===== src/rtl/demux_1_n_transfer.sv =====
// Gather buffer: distributes a serial stream of signed transfer words into
// LEN_TRANSFER registered lanes and holds the full frame until released.
module demux_1_n_transfer #(
    parameter int I_WIDTH            = 8,
    parameter int F_WIDTH            = 8,
    parameter int LEN_TRANSFER       = 10,
    parameter int MAX_LEN_TRANSFER   = 10,
    parameter int SEL_DEMUX_TR_WIDTH = $clog2(MAX_LEN_TRANSFER)
) (
    input  logic                                 clk_i,
    input  logic                                 rst_n_i,
    input  logic signed [I_WIDTH+F_WIDTH-1:0]    tr_data_i,
    input  logic                                 tr_vld_i,
    output logic                                 tr_rdy_o,
    input  logic [SEL_DEMUX_TR_WIDTH-1:0]        sel_demux_tr_i,
    input  logic                                 sel_demux_tr_ld_i,
    input  logic                                 sel_demux_tr_rst_i,
    input  logic                                 release_i,
    output logic [SEL_DEMUX_TR_WIDTH-1:0]        sel_demux_tr_o,
    output logic signed [I_WIDTH+F_WIDTH-1:0]    tr_data_o [0:LEN_TRANSFER-1],
    output logic [LEN_TRANSFER-1:0]              lane_vld_o,
    output logic                                 full_o,
    output logic                                 done_o,
    output logic                                 err_o
);

    localparam logic [SEL_DEMUX_TR_WIDTH-1:0] LAST_LANE = SEL_DEMUX_TR_WIDTH'(LEN_TRANSFER - 1);

    typedef enum logic {
        FILL,
        HOLD
    } state_t;

    state_t                  state;
    logic                    accept;
    logic                    ld_ok;
    logic                    frame_done;
    logic [LEN_TRANSFER-1:0] wr_onehot;

    assign tr_rdy_o = (state == FILL);
    assign accept   = tr_vld_i & tr_rdy_o;
    assign ld_ok    = (sel_demux_tr_i <= LAST_LANE);

    always_comb begin
        wr_onehot = '0;
        for (int i = 0; i < LEN_TRANSFER; i++) begin
            if (sel_demux_tr_o == SEL_DEMUX_TR_WIDTH'(i)) wr_onehot[i] = 1'b1;
        end
    end

    // A frame completes when this accept fills the last missing lane; a
    // simultaneous release drops the word, so it can never complete a frame.
    assign frame_done = accept & ~release_i & (&(lane_vld_o | wr_onehot));

    always_ff @(posedge clk_i or negedge rst_n_i) begin
        if (!rst_n_i) begin
            state          <= FILL;
            sel_demux_tr_o <= '0;
            lane_vld_o     <= '0;
            full_o         <= 1'b0;
            done_o         <= 1'b0;
            err_o          <= 1'b0;
            for (int i = 0; i < LEN_TRANSFER; i++) tr_data_o[i] <= '0;
        end else begin
            done_o <= 1'b0;
            if (release_i) begin
                // Lane data is deliberately kept; only the bookkeeping clears.
                state          <= FILL;
                sel_demux_tr_o <= '0;
                lane_vld_o     <= '0;
                full_o         <= 1'b0;
                err_o          <= 1'b0;
            end else begin
                if (accept) begin
                    for (int i = 0; i < LEN_TRANSFER; i++) begin
                        if (wr_onehot[i]) tr_data_o[i] <= tr_data_i;
                    end
                    lane_vld_o <= lane_vld_o | wr_onehot;
                end
                if (frame_done) begin
                    state  <= HOLD;
                    full_o <= 1'b1;
                    done_o <= 1'b1;
                end
                // The write above used the old pointer; load/clear beat the increment.
                if (sel_demux_tr_rst_i) begin
                    sel_demux_tr_o <= '0;
                end else if (sel_demux_tr_ld_i && ld_ok) begin
                    sel_demux_tr_o <= sel_demux_tr_i;
                end else if (sel_demux_tr_ld_i) begin
                    err_o <= 1'b1;
                end else if (accept) begin
                    sel_demux_tr_o <= (sel_demux_tr_o == LAST_LANE) ? '0 : sel_demux_tr_o + 1'b1;
                end
            end
        end
    end

endmodule

===== config.mk =====
export PLATFORM = sky130hd
export DESIGN_NAME = demux_1_n_transfer
export DESIGN_NICKNAME = d
export VERILOG_FILES = /design/src/rtl/demux_1_n_transfer.sv
export SDC_FILE = /design/constraint.sdc
export NUM_CORES = 1
export LEC_CHECK = 0
export BUFFER_PORTS_ARGS = -buffer_cell sky130_fd_sc_hd__buf_2
export CAP_MARGIN = 20
export CELL_PAD_IN_SITES_DETAIL_PLACEMENT = 0
export CELL_PAD_IN_SITES_GLOBAL_PLACEMENT = 1
export CORE_ASPECT_RATIO = 0.6
export CORE_UTILIZATION = 38
export DETAILED_ROUTE_END_ITERATION = 8
export PLACE_DENSITY_LB_ADDON = 0.1
export SYNTH_ARGS = -nofsm -noshare
export SYNTH_HDL_FRONTEND = slang
export SYNTH_SLANG_ARGS = --single-unit
export TNS_END_PERCENT = 100

===== constraint.sdc =====
create_clock -name clk_i -period 1.82 [get_ports clk_i]
set_input_delay 0.091 -clock clk_i [delete_from_list [all_inputs] [get_ports clk_i]]
set_output_delay 0.091 -clock clk_i [all_outputs]
set_load 0.005 [all_outputs]

==> flow_summary.json <==
{
  "status": "complete, no violations",
  "die_x_um": 177,
  "cts_tree": "yes",
  "p_clk_share_pct": 38.6,
  "path_clk_slew_ns": 0.07,
  "synth_cells": 463,
  "cts_buffers": 17,
  "rsz0062_at_grt": "yes",
  "multi_input_area_um2": 2530,
  "drt_iter0_drc": 213,
  "synth_cell_type_count": 36,
  "dp_hpwl_um": 13000,
  "grt_use_total_pct": 20.1,
  "htreeDepth": 4,
  "cp.arrival_ns": 2.11,
  "synth_nets": 489,
  "hold_class": "in -> reg",
  "finalSetupTns_ns": 0,
  "diodes": 0,
  "die_y_um": 107,
  "fin_area_um2": 9420,
  "final_common_cell": "buf_2",
  "antenna_found_initial": 0,
  "rows": 38,
  "grt_pass1_wl_um": 28000,
  "syn_area_um2": 7010,
  "finClkSkew_ns": 0.00765,
  "grt_pass1_vias": 4765,
  "holdWs_ns": 0.0258,
  "hold_violations": 0,
  "synth_top_family_by_area": "multiplexers",
  "period_share_pct": 99.2,
  "place_congestion": 0.836,
  "io_pins": 204,
  "layout_common_cells": "202 x buf_2, 176 x dfrtp_1, 117 x mux2_2",
  "stdcell_count": 945,
  "dp_cells": 905,
  "async_reset_ff_share_pct": 100,
  "relSlewSlack_pct": 68.9,
  "wl_um": 18800,
  "drc_errors": 0,
  "p_int_mw": 7.63,
  "drive_above_1_share_pct": 64.0,
  "dp_slack_ns": -0.238,
  "p_leak_nw": 4.99,
  "synth-simple-area-share_pct": 4.05,
  "syn_area_per_cell_um2": 15.1,
  "combPwrFrac_pct": 14.8,
  "synth-xor-area-share_pct": 0.125,
  "final_core_util_pct": 52.1,
  "syn_to_final_growth_pct": 34.3,
  "fin_ws_ns": 0.0151,
  "p_per_area_nw_per_um2": 1070,
  "via_per_inst": 4.93,
  "tightest_slew_ns": 0.466,
  "regArea_um2": 4430,
  "power.switching_mw": 2.43,
  "grt-ovfl-total": 0,
  "fin_nets": 719,
  "ys_seq_area_share_pct": 63.2,
  "power_mw": 10.1,
  "cp-start-kind": "flip-flop",
  "nFillCells": 1612,
  "wire_per_inst_um": 19.9,
  "synth_ff_type": "dfrtp_1",
  "yosysWarnings": 0,
  "port_buffers": 203,
  "ant_nets": 0,
  "synth-adder-area-share_pct": 0,
  "grt_max_degree": 68,
  "crit_type": "reg -> reg",
  "clock-sinks": 177,
  "setup_viol": 0,
  "synth_edf_count": 0,
  "dieArea_um2": 19000,
  "irDropWorstVdd_mv": 0.506,
  "place_area_um2": 8460,
  "worstPathRequired_ns": 2.13,
  "start_util_pct": 38.8,
  "clock_path_buffers": 2,
  "drv_slew": 0,
  "ys_ff_latch": 177,
  "crit_fanout": 8,
  "p_seq_share_pct": 46.6,
  "clock.fmax_ghz": 0.554,
  "cap_violations": 0,
  "crit_path_end_kind": "flip-flop",
  "cts-root-buf": "clkbuf_16",
  "synth_compound_area_share_pct": 3.14,
  "muxShareOfSynthArea_pct": 26.0,
  "clock_latency_ns": 0.42,
  "dr_total_vias": 4662,
  "dr.pass1.iters": 4,
  "fin_crit_ns": 1.80,
  "core_area_um2": 18100,
  "switching_share_pct": 24.1
}
-- cells by family (layout without fill, tap and decap cells) --
family,count (synthesis),count (layout)
buffers and inverters,47,289
AO/OA/AOI/OAI,33,33
multiplexers,162,162
AND/OR/NAND/NOR,43,43
XOR/XNOR,1,1
flip-flops,177,177
-- flip-flops by register name, summed over array words and instances, names as in the netlist --
signal	cells
lane_vld_o	10
state	1
tr_data_o	160
done_o	1
sel_demux_tr_o	4
err_o	1
-- area by class of cell --
class	instances	share of cell area (%)
Clock inverter	12	1.95
Multi-Input combinational cell	239	26.9
Clock buffer	19	4.70
Timing Repair Buffer	247	15.8
Tap cell	240	3.19
Inverter	11	0.438
Sequential cell	177	47.1
-- worst max-delay path: stages (launching register included) --
cell and delay, ns:
dfrtp_1 0.38, nand2b_4 0.17, nor4_4 0.31, nor2b_4 0.32
buf_8 0.20, mux2_4 0.32
-- power groups by stage --
stage | Clock [mW] | Combinational (mW) | Sequential, mW
floorplan | 0 | 0.538 | 4.77
global placement | 0 | 1.34 | 4.72
detailed placement | 0 | 1.36 | 4.75
CTS | 3.97 | 1.38 | 4.68
global route | 4.15 | 1.63 | 4.75
finish | 3.88 | 1.49 | 4.69
-- worst paths after layout --
| path | from | cells past startpoint | slack (ns) | to |
|---|---|---|---|---|
| setup / recovery | state | 5 | 0.02 | tr_data_o[109] |
| hold / removal | sel_demux_tr_ld_i | 3 | 0.03 | err_o |
| setup reg to reg | state | 5 | 0.02 | tr_data_o[109] |
| hold reg to reg | tr_data_o[50] | 1 | 0.50 | tr_data_o[50] |
| max in group asynchronous | rst_n_i | 3 | 1.05 | tr_data_o[8] |
| min in group asynchronous | rst_n_i | 2 | 0.09 | tr_data_o[146] |
-- metal layers --
metal	GRT usage, %	share of wire [%]
met1	29.5	50
met3	6.42	6.5
met4	6.11	1.1
met5	0	0
met2	28.0	42
-- cell usage after synthesis (2+ instances only) --
cell type | number | area share (%)
nand3b_1 | 4 | 0.43
a21oi_1 | 3 | 0.21
buf_6 | 4 | 0.64
and2_1 | 2 | 0.18
nand3_1 | 2 | 0.14
nand2_1 | 10 | 0.54
buf_1 | 16 | 0.86
a211o_1 | 2 | 0.25
or3_1 | 2 | 0.18
a31oi_1 | 3 | 0.27
a21o_1 | 4 | 0.43
nor4_4 | 3 | 0.91
buf_4 | 9 | 0.96
nor2_1 | 6 | 0.32
and3b_1 | 2 | 0.25
inv_1 | 10 | 0.54
nand2_2 | 6 | 0.54
a2111oi_0 | 3 | 0.37
nor2b_1 | 3 | 0.27
a22oi_1 | 2 | 0.21
o21ai_0 | 10 | 0.71
o31ai_1 | 2 | 0.21
mux2_2 | 160 | 26
mux2i_1 | 2 | 0.29
dfrtp_1 | 177 | 63
buf_2 | 6 | 0.43
-- timing repair --
action / in CTS / in global routing
hold endpoints to repair: 180 / 0
resized for setup: 4 / 57
endpoints found under the setup margin: 3 / 85
hold buffers: 4 / 0
cloned: 0 / 2
pin swaps: 0 / 2
setup buffers: 0 / 3
(Power assumes the default switching activity.)
